--- config.mk ---
export PLATFORM = sky130hd
export DESIGN_NAME = dm_access_ctrl_flat
export DESIGN_NICKNAME = d
export VERILOG_FILES = /design/src/rtl/dm_pkg.sv /design/src/rtl/dm_access_ctrl_if.sv /design/src/rtl/dm_access_ctrl_lane_align.sv /design/src/rtl/dm_access_ctrl.sv /design/src/flat_wrapper.sv
export SDC_FILE = /design/constraint.sdc
export NUM_CORES = 1
export LEC_CHECK = 0
export CELL_PAD_IN_SITES_DETAIL_PLACEMENT = 0
export CELL_PAD_IN_SITES_GLOBAL_PLACEMENT = 1
export CORE_ASPECT_RATIO = 0.9
export CORE_MARGIN = 2
export CORE_UTILIZATION = 30
export CTS_CLUSTER_DIAMETER = 200
export DETAILED_ROUTE_END_ITERATION = 8
export PLACE_DENSITY_LB_ADDON = 0.1
export SETUP_SLACK_MARGIN = 0.02
export SLEW_MARGIN = 5
export SYNTH_ARGS = -nofsm -noshare
export SYNTH_HDL_FRONTEND = slang
export SYNTH_SLANG_ARGS = --single-unit
--- constraint.sdc ---
create_clock -name clk -period 1.7 [get_ports clk]
set_input_delay 0.425 -clock clk [delete_from_list [all_inputs] [get_ports clk]]
set_output_delay 0.425 -clock clk [all_outputs]
set_load 0.02 [all_outputs]
--- src/rtl/dm_pkg.sv ---
// Shared types and constants for the data-memory access controller.
package dm_pkg;

    typedef enum logic [1:0] {
        StIdle = 2'b00,
        StReq  = 2'b01,
        StDone = 2'b10
    } state_e;

    typedef enum logic [1:0] {
        SzByte = 2'b00,
        SzHalf = 2'b01,
        SzWord = 2'b10
    } size_e;

    // Big-endian lanes: bit 3 enables bits 31:24, i.e. byte offset 0.
    localparam logic [3:0] MASK_B0 = 4'b1000;
    localparam logic [3:0] MASK_B1 = 4'b0100;
    localparam logic [3:0] MASK_B2 = 4'b0010;
    localparam logic [3:0] MASK_B3 = 4'b0001;
    localparam logic [3:0] MASK_H0 = 4'b1100;
    localparam logic [3:0] MASK_H1 = 4'b0011;
    localparam logic [3:0] MASK_W  = 4'b1111;

    // Byte wins over half when both are set.
    function automatic size_e decode_size(input logic is_byte, input logic is_half);
        if (is_byte) begin
            return SzByte;
        end
        if (is_half) begin
            return SzHalf;
        end
        return SzWord;
    endfunction

endpackage

--- src/rtl/dm_access_ctrl_if.sv ---
// CPU-side and memory-side signals of the access controller.
// master = controller view, slave = environment (CPU and memory) view.
interface dm_access_ctrl_if #(
    parameter int unsigned ADDR_W = 32
);
    logic              cpu_req;
    logic              cpu_we;
    logic [ADDR_W-1:0] cpu_addr;
    logic              cpu_byte;
    logic              cpu_half;
    logic              cpu_signed;
    logic [31:0]       cpu_wdata;
    logic              cpu_busy;
    logic              cpu_done;
    logic [31:0]       cpu_rdata;
    logic              cpu_err;
    logic              mem_req;
    logic              mem_we;
    logic [ADDR_W-3:0] mem_addr;
    logic [3:0]        mem_mask;
    logic [31:0]       mem_wdata;
    logic [31:0]       mem_rdata;
    logic              mem_ack;

    modport master (
        input  cpu_req, cpu_we, cpu_addr, cpu_byte, cpu_half, cpu_signed, cpu_wdata,
        input  mem_rdata, mem_ack,
        output cpu_busy, cpu_done, cpu_rdata, cpu_err,
        output mem_req, mem_we, mem_addr, mem_mask, mem_wdata
    );

    modport slave (
        output cpu_req, cpu_we, cpu_addr, cpu_byte, cpu_half, cpu_signed, cpu_wdata,
        output mem_rdata, mem_ack,
        input  cpu_busy, cpu_done, cpu_rdata, cpu_err,
        input  mem_req, mem_we, mem_addr, mem_mask, mem_wdata
    );
endinterface

--- src/rtl/dm_access_ctrl_lane_align.sv ---
// Byte-lane mask generation, store-data lane alignment and load extract/extend.
module dm_lane_align
    import dm_pkg::*;
(
    input  size_e       size,
    input  logic [1:0]  addr_lo,
    input  logic [31:0] wdata,
    output logic [3:0]  mask,
    output logic [31:0] wdata_aligned,
    input  size_e       ld_size,
    input  logic [3:0]  ld_mask,
    input  logic        ld_signed,
    input  logic [31:0] rdata,
    output logic [31:0] rdata_aligned
);

    always_comb begin
        mask = MASK_W;
        case (size)
            SzByte: begin
                case (addr_lo)
                    2'b00:   mask = MASK_B0;
                    2'b01:   mask = MASK_B1;
                    2'b10:   mask = MASK_B2;
                    default: mask = MASK_B3;
                endcase
            end
            SzHalf:  mask = addr_lo[1] ? MASK_H1 : MASK_H0;
            default: mask = MASK_W;
        endcase
    end

    always_comb begin
        wdata_aligned = wdata;
        case (mask)
            MASK_B0: wdata_aligned = wdata << 24;
            MASK_B1: wdata_aligned = wdata << 16;
            MASK_B2: wdata_aligned = wdata << 8;
            MASK_H0: wdata_aligned = wdata << 16;
            default: wdata_aligned = wdata;
        endcase
    end

    logic [7:0]  ld_byte;
    logic [15:0] ld_half;

    always_comb begin
        ld_byte = rdata[7:0];
        case (ld_mask)
            MASK_B0: ld_byte = rdata[31:24];
            MASK_B1: ld_byte = rdata[23:16];
            MASK_B2: ld_byte = rdata[15:8];
            default: ld_byte = rdata[7:0];
        endcase
        ld_half = (ld_mask == MASK_H0) ? rdata[31:16] : rdata[15:0];

        rdata_aligned = rdata;
        case (ld_size)
            SzByte:  rdata_aligned = {{24{ld_signed & ld_byte[7]}}, ld_byte};
            SzHalf:  rdata_aligned = {{16{ld_signed & ld_half[15]}}, ld_half};
            default: rdata_aligned = rdata;
        endcase
    end

endmodule

--- src/rtl/dm_access_ctrl.sv ---
// Data-memory access controller: latches a CPU load/store, runs the mem req/ack handshake
// with a timeout. Define DM_ALIGN_CHECK_EN to fail misaligned half/word accesses without a bus cycle.
module dm_access_ctrl
    import dm_pkg::*;
#(
    parameter int unsigned ADDR_W  = 32,
    parameter int unsigned TIMEOUT = 15
) (
    input logic              clk,
    input logic              rst_n,
    dm_access_ctrl_if.master bus
);

    localparam logic [7:0] TIMEOUT_CNT = 8'(TIMEOUT);

    state_e            state_q, state_d;
    logic [7:0]        cnt_q, cnt_d;
    logic              err_q, err_d;
    logic [ADDR_W-3:0] addr_q;
    logic [3:0]        mask_q;
    logic [31:0]       wdata_q;
    logic              we_q;
    logic              signed_q;
    size_e             size_q;
    logic [31:0]       cpu_rdata_q;

    logic              capture;
    logic              ack_take;
    logic              misalign;
    size_e             req_size;
    logic [3:0]        req_mask;
    logic [31:0]       req_wdata;
    logic [31:0]       ld_data;

    assign req_size = decode_size(bus.cpu_byte, bus.cpu_half);

    dm_lane_align u_align (
        .size          (req_size),
        .addr_lo       (bus.cpu_addr[1:0]),
        .wdata         (bus.cpu_wdata),
        .mask          (req_mask),
        .wdata_aligned (req_wdata),
        .ld_size       (size_q),
        .ld_mask       (mask_q),
        .ld_signed     (signed_q),
        .rdata         (bus.mem_rdata),
        .rdata_aligned (ld_data)
    );

`ifdef DM_ALIGN_CHECK_EN
    assign misalign = ((req_size == SzHalf) && bus.cpu_addr[0]) ||
                      ((req_size == SzWord) && (bus.cpu_addr[1:0] != 2'b00));
`else
    assign misalign = 1'b0;
`endif

    always_comb begin
        state_d  = state_q;
        cnt_d    = cnt_q;
        err_d    = err_q;
        capture  = 1'b0;
        ack_take = 1'b0;
        unique case (state_q)
            StIdle: begin
                if (bus.cpu_req) begin
                    capture = 1'b1;
                    cnt_d   = 8'd0;
                    err_d   = misalign;
                    state_d = misalign ? StDone : StReq;
                end
            end
            StReq: begin
                // An ack always beats the timeout in the same cycle.
                if (bus.mem_ack) begin
                    ack_take = 1'b1;
                    state_d  = StDone;
                end else begin
                    cnt_d = cnt_q + 8'd1;
                    if (cnt_d == TIMEOUT_CNT) begin
                        err_d   = 1'b1;
                        state_d = StDone;
                    end
                end
            end
            StDone: begin
                cnt_d   = 8'd0;
                state_d = StIdle;
            end
            default: begin
                cnt_d   = 8'd0;
                state_d = StIdle;
            end
        endcase
    end

    always_ff @(posedge clk or negedge rst_n) begin
        if (!rst_n) begin
            state_q <= StIdle;
            cnt_q   <= 8'd0;
            err_q   <= 1'b0;
        end else begin
            state_q <= state_d;
            cnt_q   <= cnt_d;
            err_q   <= err_d;
        end
    end

    always_ff @(posedge clk or negedge rst_n) begin
        if (!rst_n) begin
            addr_q   <= '0;
            mask_q   <= 4'b0000;
            wdata_q  <= 32'd0;
            we_q     <= 1'b0;
            signed_q <= 1'b0;
            size_q   <= SzByte;
        end else if (capture) begin
            addr_q   <= bus.cpu_addr[ADDR_W-1:2];
            mask_q   <= req_mask;
            wdata_q  <= req_wdata;
            we_q     <= bus.cpu_we;
            signed_q <= bus.cpu_signed;
            size_q   <= req_size;
        end
    end

    // Load result is registered on the ack edge so it is valid during the done cycle.
    always_ff @(posedge clk or negedge rst_n) begin
        if (!rst_n) begin
            cpu_rdata_q <= 32'd0;
        end else if (ack_take && !we_q) begin
            cpu_rdata_q <= ld_data;
        end
    end

    always_comb begin
        bus.cpu_busy  = (state_q != StIdle);
        bus.cpu_done  = (state_q == StDone);
        bus.cpu_err   = (state_q == StDone) && err_q;
        bus.cpu_rdata = cpu_rdata_q;
        bus.mem_req   = (state_q == StReq);
        bus.mem_we    = (state_q == StReq) && we_q;
        bus.mem_addr  = addr_q;
        bus.mem_mask  = mask_q;
        bus.mem_wdata = wdata_q;
    end

endmodule

--- src/flat_wrapper.sv ---
// flat-port wrapper written by rule: the top's interface ports become plain ports
module dm_access_ctrl_flat import dm_pkg::*;
#(
    parameter int unsigned ADDR_W  = 32,
    parameter int unsigned TIMEOUT = 15
)
  (clk, rst_n, bus_cpu_req, bus_cpu_we, bus_cpu_addr, bus_cpu_byte, bus_cpu_half, bus_cpu_signed, bus_cpu_wdata, bus_mem_rdata, bus_mem_ack, bus_cpu_busy, bus_cpu_done, bus_cpu_rdata, bus_cpu_err, bus_mem_req, bus_mem_we, bus_mem_addr, bus_mem_mask, bus_mem_wdata);
  dm_access_ctrl_if #(.ADDR_W(ADDR_W)) bus_i ();
  input logic clk;
  input logic rst_n;
  input wire logic [$bits(bus_i.cpu_req)-1:0] bus_cpu_req;
  input wire logic [$bits(bus_i.cpu_we)-1:0] bus_cpu_we;
  input wire logic [$bits(bus_i.cpu_addr)-1:0] bus_cpu_addr;
  input wire logic [$bits(bus_i.cpu_byte)-1:0] bus_cpu_byte;
  input wire logic [$bits(bus_i.cpu_half)-1:0] bus_cpu_half;
  input wire logic [$bits(bus_i.cpu_signed)-1:0] bus_cpu_signed;
  input wire logic [$bits(bus_i.cpu_wdata)-1:0] bus_cpu_wdata;
  input wire logic [$bits(bus_i.mem_rdata)-1:0] bus_mem_rdata;
  input wire logic [$bits(bus_i.mem_ack)-1:0] bus_mem_ack;
  output wire logic [$bits(bus_i.cpu_busy)-1:0] bus_cpu_busy;
  output wire logic [$bits(bus_i.cpu_done)-1:0] bus_cpu_done;
  output wire logic [$bits(bus_i.cpu_rdata)-1:0] bus_cpu_rdata;
  output wire logic [$bits(bus_i.cpu_err)-1:0] bus_cpu_err;
  output wire logic [$bits(bus_i.mem_req)-1:0] bus_mem_req;
  output wire logic [$bits(bus_i.mem_we)-1:0] bus_mem_we;
  output wire logic [$bits(bus_i.mem_addr)-1:0] bus_mem_addr;
  output wire logic [$bits(bus_i.mem_mask)-1:0] bus_mem_mask;
  output wire logic [$bits(bus_i.mem_wdata)-1:0] bus_mem_wdata;
  assign bus_i.cpu_req = bus_cpu_req;
  assign bus_i.cpu_we = bus_cpu_we;
  assign bus_i.cpu_addr = bus_cpu_addr;
  assign bus_i.cpu_byte = bus_cpu_byte;
  assign bus_i.cpu_half = bus_cpu_half;
  assign bus_i.cpu_signed = bus_cpu_signed;
  assign bus_i.cpu_wdata = bus_cpu_wdata;
  assign bus_i.mem_rdata = bus_mem_rdata;
  assign bus_i.mem_ack = bus_mem_ack;
  assign bus_cpu_busy = bus_i.cpu_busy;
  assign bus_cpu_done = bus_i.cpu_done;
  assign bus_cpu_rdata = bus_i.cpu_rdata;
  assign bus_cpu_err = bus_i.cpu_err;
  assign bus_mem_req = bus_i.mem_req;
  assign bus_mem_we = bus_i.mem_we;
  assign bus_mem_addr = bus_i.mem_addr;
  assign bus_mem_mask = bus_i.mem_mask;
  assign bus_mem_wdata = bus_i.mem_wdata;
  dm_access_ctrl #(.ADDR_W(ADDR_W), .TIMEOUT(TIMEOUT)) u_core (.clk(clk), .rst_n(rst_n), .bus(bus_i));
endmodule
==> metrics.txt <==
critical path's top delay family=buffers and inverters; #FFs+latches synth=113; Fmax=542 MHz; Cell Chain, Critical Path=buf_6 -> nor4b_4 -> nand2_2 -> a211oi_4 -> buf_4 -> nor3_4 -> buf_12 -> clkbuf_16 -> a21oi_2; WL final=around 20000 um; Worst Setup End Kind=flop; status=finished with violations; Final setup viols=30; RR Endpoint=u_core.bus.cpu_rdata[22]; largest net degree at the start of global routing=47; vias in the first global route=slightly above 6000; 1st-pass router iterations=5; initial antenna violation count=1; unrepaired setup endpoints after global routing=yes; slowest CP cell=dfrtp_2; Warnings, synthesis=0; net switching power=between 5000 and 6000 uW; chip height=approximately 140 um; DP HPWL=14800 um; core area=about 19000 sq um; Initial Util=30.9%; Max VDD drop=roughly 0.00078 V; Synth Net Count=between 700 and 800; Comb power frac=between 40 and 50%; Slew Viols, Final=0; routed len/inst=around 17 um; post-synthesis sequential area ratio=about 49%; Clock Power Share=22.9%; pre-CTS setup slack=-486 ps; slowest stage delay, CP=between 400 and 500 ps; Static Leak=approximately 0.0046 uW; crit path max fanout=6; Synth Cell Area=around 5700 sq um; Finished Layout Cells=about 1200; Worst-Margin Slew=roughly 420 ps; nets@finish=1049; commonest non-fill, non-tap cell in the layout=nand2_1; placed cell count=between 1000 and 1500; FF-to-FF Start=u_core.bus.mem_mask[2]; Crit. Startpoint=u_core.bus.mem_mask[2]; asr flop ratio synth=100%; commonest cells after routing, fill and taps aside=nand2_1 (171), dfrtp_1 (107), clkdlybuf4s50_1 (101); violations in the final reports=negative setup slack; die area=slightly above 20000 sq um; # DRC=0; post-synth cell types=51; Synth Flop Type=dfrtp_1; first-pass GRT wire length=approximately 32000 um; Rel. slew slack=72.0%; Internal=between 9000 and 10000 uW; TritonCTS buffer count=17; TritonCTS clock tree=done; initial drt markers=approximately 330; critical path class=flop to flop; Clock transition at path regs=~60 ps; post-synthesis area per instance=8.90 sq um; # rows=47; Worst Setup Start Kind=flop; Worst-Skew Late Latency=410 ps; Bufs and invs on worst path=4; Sw Share=between 30% and 40%; MaxCap Viol Count=0; Max Buffers Root-to-Sink=2; die width=~150 um; I/O Buffers=about 200; Crit path required time=~2000 ps; Area Growth Syn to Fin=68.5%; GPL Wtd Cong=slightly below 0.9; DRT antenna net count=0; share of layout cells above drive strength 1=a little under a quarter; Vias=~5900; Clock Tree Root=clkbuf_16; Worst path depth=9; PwrDens=roughly 1600 nW/um^2; Post-synth EDFFs=0; critical path endpoint=u_core.bus.cpu_rdata[22]; Final Hold Viols=0; Hold/Removal Path Class=flop to flop; vias per cell=slightly below 5; min Tclk post-route=approximately 1800 ps; CTS H-tree lvls=4; skew final=roughly 11 ps; Worst R2R Path Depth=9; r2r setup slk=-150 ps; WP data arrival=roughly 2200 ps; final core occ=between 50% and 60%; Syn Inst Count=roughly 650; post-route worst setup slack=-146 ps; Clock Sinks=between 100 and 150; worst-case hold slack=about 470 ps; # IOs=207; crit share post-route=109%; sequential power share=between 20 and 30%; GR Overflow Total=0; Total GRT Usage=~20%
sequential cells by signal, indices dropped and copies added (netlist names):
name                  cells
u_core.state_q            2
u_core.bus.mem_addr      30
u_core.err_q              1
u_core.cnt_q              8
u_core.bus.mem_wdata     32
u_core.bus.cpu_rdata     32
u_core.size_q             2
u_core.we_q               1
u_core.bus.mem_mask       4
u_core.signed_q           1
kinds of logic after synthesis:
family	Yosys count	share of synthesized area (%)
simple gates	280	22.1
compound gates	175	20.1
flops	113	49.3
buf+inv	54	4.23
mux	18	3.31
xor+xnor	3	0.458
fa+ha+maj	2	0.436
metal layers:
layer  vias to the layer above  share of wire (%)  wire length [um]  GRT usage [%]
li1                       2843                  -                 -              -
met1                      2844                 43              8610           25.6
met2                       194                 48              9730           32.9
met3                        22                8.0              1610           6.90
met4                         0                1.3               263           5.29
met5                         -                  0                 0              0
power by group through the flow:
stage                     sequential, uW  clock (uW)  combinational [uW]
after floorplan                     5660           0                2490
after global placement              4470           0                7320
after detailed placement            4500           0                7380
after CTS                           4460        3590                7070
after global routing                4630        3720                7940
final                               4460        3500                7340
through the flow:
step                      power, uW  setup TNS [ps]  cell area (sq um)
after floorplan                8150           -2320               5770
after detailed placement      11900          -28460               8750
after CTS                     15100           -3220               9410
after global placement        11800          -25790               8750
after global routing          16300           -6420               9670
final                         15300           -3170               9670
layout make-up:
type | instances | area, sq um
Timing Repair Buffer | 327 | 3090
Sequential cell | 113 | 2840
Antenna cell | 1 | 2.50
Fill cell | 1787 | 8910
Clock buffer | 22 | 464
Tap cell | 245 | 307
Multi-Input combinational cell | 478 | 2850
Inverter | 6 | 22.5
Clock inverter | 9 | 108
worst min-delay path by stage:
stage / cells past startpoint / endpoint / slack [ps] / from
3_3_place_gp: 1 / u_core.bus.cpu_rdata[24] / 380 / rst_n
2_1_floorplan: 0 / u_core.bus.cpu_rdata[0] / 130 / rst_n
6_report: 2 / u_core.bus.mem_addr[5] / 470 / u_core.bus.mem_addr[5]
5_1_grt: 2 / u_core.bus.mem_addr[20] / 500 / u_core.bus.mem_addr[20]
3_5_place_dp: 1 / u_core.bus.cpu_rdata[24] / 380 / rst_n
4_1_cts: 2 / u_core.bus.mem_addr[5] / 470 / u_core.bus.mem_addr[5]
worst min-delay path, cell delays in order (launching register included):
cell     delay [ps]
dfrtp_1         330
nand2_1          50
nand2_1          50
cells in the mapped netlist (4+ instances only):
master / n / area (sq um)
mux2i_1: 10 / 100
buf_6: 4 / 45.0
o22a_1: 7 / 61.3
buf_1: 7 / 26.3
dfrtp_1: 113 / 2830
clkbuf_1: 29 / 109
nand3_1: 19 / 95.1
a22o_1: 15 / 131
a22oi_1: 8 / 60.1
o21ai_1: 5 / 25.0
a222oi_1: 7 / 70.1
nand3b_1: 13 / 97.6
a211oi_1: 7 / 52.6
inv_1: 6 / 22.5
and3_1: 4 / 25.0
a221o_1: 7 / 70.1
nor2_1: 47 / 176
mux2_2: 7 / 78.8
a21oi_1: 55 / 275
buf_2: 8 / 40.0
a21oi_2: 10 / 87.6
nor2b_1: 6 / 37.5
o21ai_0: 38 / 190
nand2_1: 172 / 646
repair_timing:
| item | in CTS | in global routing |
|---|---|---|
| hold buffers | 1 | 0 |
| buffers inserted | 13 | 10 |
| endpoints found under the hold margin | 26 | 0 |
| resized for setup | 160 | 45 |
| pin swaps | 21 | 18 |
| setup endpoints to repair | 138 | 58 |
| cloned | 1 | 2 |
Note: power is estimated with default switching activity, not from simulation.
